--- src/rtl/prio_scan_pkg.sv ---
// Shared types and helpers for the priority scan encoder.
// Holds the FSM state encoding plus clog2/popcount used to size and drive the datapath.
package prio_scan_pkg;

  typedef enum logic {
    IDLE = 1'b0,
    SCAN = 1'b1
  } state_t;

  function automatic int clog2(input int n);
    int r;
    r = 0;
    while ((1 << r) < n) r++;
    return r;
  endfunction

  // Callers zero-extend their vector to 256 bits, the widest legal WIDTH.
  function automatic logic [8:0] popcount(input logic [255:0] v);
    logic [8:0] c;
    c = '0;
    for (int i = 0; i < 256; i++) c = c + 9'(v[i]);
    return c;
  endfunction

endpackage

--- src/rtl/prio_find.sv ---
// Combinational highest- or lowest-set-bit finder.
// LSB_FIRST selects the search direction; any flags a nonzero vector.
module prio_find
  import prio_scan_pkg::*;
#(
  parameter int WIDTH     = 8,
  parameter bit LSB_FIRST = 1'b0,
  localparam int IDX_W    = (clog2(WIDTH) < 1) ? 1 : clog2(WIDTH)
) (
  input  logic [WIDTH-1:0] vec,
  output logic [IDX_W-1:0] idx,
  output logic             any
);

  // The last matching iteration wins, so the loop direction sets the priority.
  always_comb begin
    idx = '0;
    any = 1'b0;
    if (LSB_FIRST) begin
      for (int i = WIDTH - 1; i >= 0; i--) begin
        if (vec[i]) begin
          idx = IDX_W'(i);
          any = 1'b1;
        end
      end
    end else begin
      for (int i = 0; i < WIDTH; i++) begin
        if (vec[i]) begin
          idx = IDX_W'(i);
          any = 1'b1;
        end
      end
    end
  end

endmodule

--- src/rtl/prio_scan_encoder.sv ---
// Serialises the set bits of a request vector into one index per beat.
// Define PRIO_SCAN_LSB_FIRST_EN to scan lowest bit first; default is highest bit first.
module prio_scan_encoder
  import prio_scan_pkg::*;
#(
  parameter int WIDTH  = 8,
  localparam int IDX_W = (clog2(WIDTH) < 1) ? 1 : clog2(WIDTH)
) (
  input  logic             clk,
  input  logic             rst,
  input  logic             in_valid,
  output logic             in_ready,
  input  logic [WIDTH-1:0] in_vec,
  output logic             out_valid,
  input  logic             out_ready,
  output logic [IDX_W-1:0] out_idx,
  output logic             out_last,
  output logic [IDX_W:0]   pending
);

`ifdef PRIO_SCAN_LSB_FIRST_EN
  localparam bit LSB_FIRST = 1'b1;
`else
  localparam bit LSB_FIRST = 1'b0;
`endif

  state_t           state_q, state_d;
  logic [WIDTH-1:0] vec_q, vec_d;
  logic [IDX_W-1:0] find_idx;
  logic             find_any;
  logic             in_fire, out_fire;

  prio_find #(
    .WIDTH    (WIDTH),
    .LSB_FIRST(LSB_FIRST)
  ) u_find (
    .vec(vec_q),
    .idx(find_idx),
    .any(find_any)
  );

  // Outputs are forced to zero outside SCAN so idle beats look clean downstream.
  always_comb begin
    out_valid = (state_q == SCAN) && find_any;
    out_idx   = out_valid ? find_idx : '0;
    out_last  = out_valid && (popcount(256'(vec_q)) == 9'd1);
    pending   = out_valid ? (IDX_W + 1)'(popcount(256'(vec_q))) : '0;
    out_fire  = out_valid && out_ready;
    in_ready  = (state_q == IDLE) || (out_fire && out_last);
    in_fire   = in_valid && in_ready;
  end

  // A zero vector is accepted but never enters SCAN; a load on the last beat avoids a bubble.
  always_comb begin
    state_d = state_q;
    vec_d   = vec_q;
    case (state_q)
      IDLE: begin
        if (in_fire && (|in_vec)) begin
          state_d = SCAN;
          vec_d   = in_vec;
        end
      end
      SCAN: begin
        if (out_fire) begin
          if (out_last) begin
            if (in_fire && (|in_vec)) begin
              vec_d = in_vec;
            end else begin
              state_d = IDLE;
              vec_d   = '0;
            end
          end else begin
            vec_d[find_idx] = 1'b0;
          end
        end
      end
      default: begin
        state_d = IDLE;
        vec_d   = '0;
      end
    endcase
  end

  always_ff @(posedge clk) begin
    if (rst) begin
      state_q <= IDLE;
      vec_q   <= '0;
    end else begin
      state_q <= state_d;
      vec_q   <= vec_d;
    end
  end

endmodule

--- config.mk ---
export PLATFORM = sky130hd
export DESIGN_NAME = prio_scan_encoder
export DESIGN_NICKNAME = d
export VERILOG_FILES = /design/src/rtl/prio_scan_pkg.sv /design/src/rtl/prio_find.sv /design/src/rtl/prio_scan_encoder.sv
export SDC_FILE = /design/constraint.sdc
export NUM_CORES = 1
export LEC_CHECK = 0
export CAP_MARGIN = 20
export CORE_MARGIN = 2
export CORE_UTILIZATION = 40
export DETAILED_ROUTE_END_ITERATION = 7
export GPL_ROUTABILITY_DRIVEN = 1
export PLACE_DENSITY = 0.78
export SYNTH_ARGS = -nofsm -noshare
export SYNTH_HDL_FRONTEND = slang
export SYNTH_SLANG_ARGS = --single-unit
--- constraint.sdc ---
create_clock -name clk -period 4.8 [get_ports clk]
set_clock_uncertainty 0.2 [all_clocks]
set_input_delay 0.72 -clock clk [delete_from_list [all_inputs] [get_ports clk]]
set_output_delay 0.72 -clock clk [all_outputs]
set_load 0.05 [all_outputs]
[After elaboration in Yosys (flattened, before gate mapping)]
Index checks and enable logic that the tools add are counted.
Word-level totals
  logic and storage cells: 55
  input bits: 12
  register bits: 9
  output and inout bits: 10
Operators by class
  mux-type cells: 28
  reduce and logical (&&, ||, !) cells: 10
  bitwise logic cells: 3
  eq/ne operators: 3
  order comparisons: 2
  add/sub/neg operators: 7
Operator list (count)
  $mux 8: 4
  $pmux 8 s2: 1
  $mux 3: 5
  $mux 1: 13
  $eq 9x1->1 const B: 1
  $add 7x1->8: 1
  $and 8x8->8: 1
  $not 8->8: 1
  $reduce_or 8->1: 1
  $add 6x1->7: 1
  $logic_and 1x1->1: 7
  $add 5x1->6: 1
  $add 4x1->5: 1
  $add 3x1->4: 1
  $lt 3x4->1 const B: 1
  $mux 2: 2
  $mux 4: 1
  $ne 2x1->1 const B: 2
  $add 2x1->3: 1
  $demux 1 s3: 1
  $ge 3x1->1 const B: 1
  $add 1x1->2: 1
  $pmux 1 s2: 1
  $reduce_and 2->1: 1
  other kinds (2): 2

[Logic depth before layout (Yosys ltp)]
Gate-level depths: netlist of run 1.
  word-level depth: 18
  gate-level depth with buffers: 13
  mapped depth without buffers: 13

[Modules after synthesis]
A second synthesis of run 1 with hierarchy kept.
Unflattened totals
  cells, all modules: 124
  area, all modules: 925.9 µm²
By module, submodules not included
  prio_scan_encoder: area each 868.3 µm², sequential area each 180.2 µm², instances 1, cells an instance 112
  prio_find: area each 57.6 µm², sequential area each 0.0 µm², instances 1, cells an instance 12

[Worst setup path after synthesis of run 1]
No wires, ideal clock.
  path type: reg-to-output
  start point: register vec_q[0]
  end point: output in_ready
  slack: 0.387 ns
  stages on the path, launching flop included: 12
  arrival: 3.493 ns
  cell sequence: dfxtp_1 -> fa_1 -> inv_1 -> fa_1 -> fa_1 -> inv_1 -> ha_1 -> inv_1 -> fa_1 -> nand4b_1 -> o21ai_2 -> a31o_1
Between the ends
  cells in the longest elaborated chain, start to end: 12
Ends and longest elaborated chain
  start, declared: RTL line prio_scan_encoder.sv:28  | logic [WIDTH-1:0] vec_q, vec_d;
  start signal, assigned: RTL line prio_scan_encoder.sv:91  | vec_q <= vec_d;
  parallel branches: the longest is 10 deep, another holds $add 7x1->8
  $logic_and 1x1->1 (*): RTL line prio_scan_encoder.sv:49  | in_ready = (state_q == IDLE) || (out_fire && out_last);
  $logic_or 1x1->1 (*): RTL line prio_scan_encoder.sv:49
  end, declared: RTL line prio_scan_encoder.sv:12  | output logic in_ready,
Mark *: on every way between the ends.

[Final worst setup path of run 1]
  start point: register vec_q[0]
  end point: output out_last
Between the ends
  cells in the longest elaborated chain, start to end: 10
Ends and longest elaborated chain
  parallel branches: the longest is 9 deep, another holds $add 7x1->8
  $logic_and 1x1->1 (*): RTL line prio_scan_encoder.sv:46  | out_last = out_valid && (popcount(256'(vec_q)) == 9'd1);
  end, declared: RTL line prio_scan_encoder.sv:17  | output logic out_last,
Marks and branches as above.

==> results of run 1 <==
-- registers in the layout, summed over array words and instances (netlist names) --
name,count
vec_q,8
state_q,1
-- critical path, cell delays in order (launching register included) --
cell and delay (ns):
dfxtp_2 0.33, fa_1 0.55, inv_2 0.04, fa_1 0.50
fa_1 0.48, inv_1 0.07, ha_2 0.18, inv_2 0.04
fa_1 0.53, nand4b_1 0.16, o21ai_4 0.26, and3_4 0.23
buf_12 0.13
-- cells by family after synthesis --
| kind of cell | Yosys count | synth area share [%] |
|---|---|---|
| xor gates and xnor gates | 1 | 1.129 |
| and+or+nand+nor | 30 | 25.00 |
| adders and majority gates | 8 | 16.77 |
| AOI/OAI and AO/OA | 24 | 26.61 |
| DFF | 9 | 23.23 |
| buffers and inverters | 15 | 7.258 |
-- report_power, final --
| part | total, W | internal, W | switching, W |
|---|---|---|---|
| registers | 0.0000914 | 0.0000815 | 0.00000995 |
| clock network | 0.0000623 | 0.0000309 | 0.0000314 |
| logic | 0.000204 | 0.0000874 | 0.000116 |
-- path summary, 6_finish.rpt --
kind	to	cells past startpoint
setup / recovery	out_last	12
hold / removal	vec_q[2]	2
setup reg to reg	vec_q[1]	13
hold reg to reg	vec_q[2]	2
-- Yosys cell counts (all sizes together) (2+ instances only) --
master,instances
and3,3
inv,14
or3,2
fa,4
a32o,7
nor2,10
o21ai,6
or4,2
ha,4
a21oi,4
dfxtp,9
nand4b,2
nand2,5
-- routing by layer --
metal  up-vias  part of all wire [%]  global-route usage, %
li1        368                     -                      -
met1       354                    46                  25.91
met2        28                    47                  28.00
met3         4                   5.0                  4.528
met4         0                   2.3                  9.189
met5         -                     0                      0
-- metrics by stage --
stage	hold WS, ns	total power, W	worst slack, ns	instances
after CTS	0.3179	0.0003440	0.01235	137
after detailed placement	0.3079	0.0002765	0.3006	133
after global routing	0.3424	0.0003786	-0.01438	139
after global placement	0.3009	0.0002717	0.3951	133
after floorplan	0.2702	0.0002168	0.3871	87
final	0.3204	0.0003576	0.1171	139
-- repair_timing --
item / CTS / global route
setup endpoints to repair: 1 / 2
gates resized for setup: 1 / 7
pin swaps: 0 / 1
setup buffers: 0 / 2
-- area by class of cell --
cell class | count | area [um^2] | area share (%)
multi-input combinational | 63 | 563.0 | 51.14
timing repair buffer | 23 | 240.2 | 21.82
sequential | 9 | 182.7 | 16.59
inverter | 15 | 56.30 | 5.114
tap | 25 | 31.28 | 2.841
clock buffer | 3 | 22.52 | 2.045
clock inverter | 1 | 5.005 | 0.4545
==> flow_summary.json, run 1 <==
{
  "status": "completed",
  "final_cell_mix": "17 x clkdlybuf4s50_1, 11 x inv_1, 10 x nor2_1",
  "gp_congestion": 0.8636,
  "ioPinCount": 22,
  "critPathKind": "flop to output pin",
  "cts_buffers": 3,
  "drv_slew": 0,
  "grt_pass1_wl_um": 2960,
  "yosys-top-cells-area": "dfxtp_1 23%, fa_1 10%, a32o_1 9.0%, ha_1 6.5%, inv_1 6.3%",
  "start_kind": "flop",
  "synth.yosys.warnings": 0,
  "drive_gt1_share_pct": 23.68,
  "layout_commonest_cell": "clkdlybuf4s50_1",
  "ys_async_sr_fraction_pct": 0,
  "root_buffer": "clkbuf_4",
  "final_core_util_pct": 61.75,
  "fin_crit_ns": 4.683,
  "dp_hpwl_um": 1511,
  "clock_latency_ns": 0.27,
  "track_usage_pct": 19.00,
  "cp_max_fo": 6,
  "syn_inst": 87,
  "cts_max_level": 1,
  "cts.sinks": 9,
  "timing.slew.headroom_pct": 66.27,
  "ant_nets": 0,
  "drt-total-wl_um": 1866,
  "ys_seq_area_share_pct": 23.23,
  "die_y_um": 48.04,
  "crit_required_ns": 3.88,
  "path_clk_slew_ns": 0.07,
  "tightest_slew_ns": 0.5037,
  "hold_path.class": "flop to flop",
  "cts_hold_buf": 0,
  "max-cap-violations": 0,
  "grt_pass1_vias": 720,
  "arrival_ns": 3.76,
  "fin_nets": 135,
  "startpoint": "vec_q[0]",
  "core_um2": 1783,
  "power.leakage_nw": 0.4360,
  "grt_max_degree": 8,
  "yosys.area.top_type": "dfxtp_1",
  "hold_viol_final": 0,
  "antenna_cells": 0,
  "ff2ff_setup_slack_ns": 0.63,
  "finalSetupViolCount": 0,
  "drt_iter0_drc": 30,
  "synth_cell_types": 32,
  "synth_edf_count": 0,
  "setup-tns-final_ns": 0,
  "via_per_inst": 5.424,
  "synth_nets": 107,
  "end_kind": "output pin",
  "overflow": 0,
  "drt-pass1-iter-count": 4,
  "final_area_um2": 1101,
  "placed_area_um2": 1032,
  "ys_seq_elements": 9,
  "post-route-period-util_pct": 97.56,
  "rsz0062_at_grt": "true",
  "antenna_found_initial": 0,
  "r2r_start": "vec_q[0]",
  "synth_area_um2": 775.7,
  "area_delta_synth_final_pct": 41.94,
  "chipWidth_um": 48.04,
  "fillers": 157,
  "syn_avg_cell_area_um2": 8.917,
  "post_drt_wl_per_cell_um": 13.42,
  "die_area_um2": 2308,
  "peakVddDrop_uv": 192.2,
  "portBuffers": 21,
  "netlist.area_leader.share_pct": 23.23,
  "cts_tree": "done",
  "rows": 15,
  "start_util_pct": 43.51,
  "clock.fmax_ghz": 0.2135,
  "route.detailed.drc": 0,
  "hp-start": "vec_q[2]",
  "cts_buffer_depth": 2,
  "power.density_nw_per_um2": 324.8,
  "synth_ff_type": "dfxtp_1",
  "vias": 754
}
Note: power is estimated with default switching activity, not from simulation.
==> run 2, diff against run 1 <==
Settings changed: CORE_MARGIN 2 to not set.
==> run 2 against run 1 <==
Against the previous run: sequential power barely moved; fmax rose by 1.3%; total power fell by 0.95%; critical path type unchanged; largest cell class unchanged.
==> flow_summary.json, run 2 (synthesis gave the netlist of run 1 again) <==
{
  "antenna_found_initial": 0,
  "fin_nets": 134,
  "post_drt_wl_per_cell_um": 13.36,
  "chipWidth_um": 46.04,
  "drt_iter0_drc": 38,
  "status": "completed",
  "post-route-period-util_pct": 96.31,
  "cp_common_cell": "fa_1",
  "drv_slew": 0,
  "drt-pass1-iter-count": 4,
  "power.leakage_nw": 0.4305,
  "post-route-worst-setup-slack_ns": 0.1769,
  "gp_congestion": 0.8327,
  "timing.slew.headroom_pct": 67.08,
  "crit_path_top_delay_cell": "fa_1",
  "max-cap-violations": 0,
  "die_area_um2": 2120,
  "arrival_ns": 3.70,
  "root_buffer": "clkbuf_4",
  "drt-total-wl_um": 1843,
  "track_usage_pct": 19.51,
  "critPathKind": "flop to output pin",
  "max_stage_delay_ns": 0.54,
  "layout_commonest_cell": "clkdlybuf4s50_1",
  "power.density_nw_per_um2": 325.8,
  "clock.fmax_ghz": 0.2163,
  "start_kind": "flop",
  "path_clk_slew_ns": 0.06,
  "peakVddDrop_uv": 236.7,
  "setup-tns-final_ns": 0,
  "antenna_cells": 0,
  "final_cell_mix": "17 x clkdlybuf4s50_1, 13 x inv_1, 10 x nor2_1",
  "dp_hpwl_um": 1515,
  "grt_pass1_wl_um": 2946,
  "cp_max_fo": 4,
  "ant_nets": 0,
  "clock_latency_ns": 0.26,
  "fillers": 165,
  "start_util_pct": 43.97,
  "hold_viol_final": 0,
  "via_per_inst": 5.594,
  "fin_crit_ns": 4.623,
  "hold_path.class": "flop to flop",
  "ioPinCount": 22,
  "rows": 15,
  "cts_buffer_depth": 2,
  "cp_top_family": "adder cells",
  "crit_required_ns": 3.88,
  "rsz0062_at_grt": "false",
  "end_kind": "output pin",
  "reg.largest.list": "vec_q x8, state_q x1",
  "worst-path-buf-inv": 4,
  "pre_cts_slack_ns": 0.2932,
  "cp_cell_sequence": "fa_1 -> inv_1 -> fa_1 -> fa_1 -> inv_1 -> ha_1 -> inv_1 -> fa_1 -> nand4b_1 -> o21ai_4 -> a31o_4 -> buf_12",
  "drive_gt1_share_pct": 17.70,
  "cts_hold_buf": 0,
  "portBuffers": 21,
  "cts_max_level": 1,
  "largest_reg_flops": 8,
  "core_um2": 1764,
  "cts_tree": "done",
  "cts_buffers": 3,
  "area_delta_synth_final_pct": 40.16,
  "grt_pass1_vias": 699,
  "cts.sinks": 9,
  "overflow": 0,
  "route.detailed.drc": 0,
  "vias": 772,
  "top_register": "vec_q",
  "tightest_slew_ns": 0.4916,
  "grt_max_degree": 8,
  "finalSetupViolCount": 0,
  "die_y_um": 46.04
}
## run 2: through the flow
stage / total power [W] / cell area (um^2) / hold slack [ns] / instances / util, %
after CTS: 0.0003371 / 1059 / 0.3284 / 137 / 60.00
after detailed placement: 0.0002775 / 1032 / 0.3125 / 133 / 58.51
after global routing: 0.0003765 / 1087 / 0.3563 / 138 / 61.63
after floorplan: 0.0002168 / 775.7 / 0.2702 / 87 / -
final: 0.0003542 / 1087 / 0.3286 / 138 / 61.63
after global placement: 0.0002723 / 1032 / 0.3041 / 133 / 58.51
## run 2: layout make-up
class	count	area, um^2	share of cell area (%)
clock buffer	4	26.28	2.417
inverter	15	56.30	5.178
multi-input combinational	63	560.5	51.55
sequential	9	180.2	16.57
tap	25	31.28	2.877
timing repair buffer	22	232.7	21.40
## run 2: worst register-to-register path: stages (launching register included)
cell      delay [ns]
dfxtp_1         0.34
fa_1            0.54
inv_1           0.06
fa_1            0.50
fa_1            0.48
inv_1           0.07
ha_1            0.16
inv_1           0.05
fa_1            0.52
nand4b_1        0.17
o21ai_4         0.21
a31o_4          0.21
nor3b_4         0.36
a32o_1          0.19
## run 2: final timing paths
path / start / to / slack (ns) / cells after the start
worst max-delay path: vec_q[0] / in_ready / 0.18 / 12
worst min-delay path: vec_q[2] / vec_q[2] / 0.33 / 2
worst max register to register: vec_q[0] / vec_q[1] / 0.69 / 13
worst min register to register: vec_q[2] / vec_q[2] / 0.33 / 2
## run 2: per-layer routing
metal,track usage (%),vias up,share of wire (%)
met1,25.91,345,41
met5,0,-,0
met3,3.571,4,7.8
li1,-,367,-
met4,7.059,0,1.3
met2,31.27,56,50
## run 2: timing repair
| action | 4_1_cts | 5_1_grt |
|---|---|---|
| endpoints found under the setup margin | 0 | 2 |
| buffers inserted | 0 | 1 |
| hold endpoints to repair | 0 | 0 |
| resized for setup | 0 | 4 |
## run 2: power by group
group | total [W] | switching [W] | internal [W]
sequential | 0.0000917 | 0.0000105 | 0.0000812
clock | 0.0000594 | 0.0000273 | 0.0000321
combinational | 0.000203 | 0.000115 | 0.0000878
total | 0.000354 | 0.000153 | 0.000201
==> run 3, diff against run 2 <==
Settings changed: CAP_MARGIN 20 to not set, CTS_CLUSTER_SIZE set to 8.
==> results of run 3 <==
Final layout, timing and power as in run 2 (identical DEF).
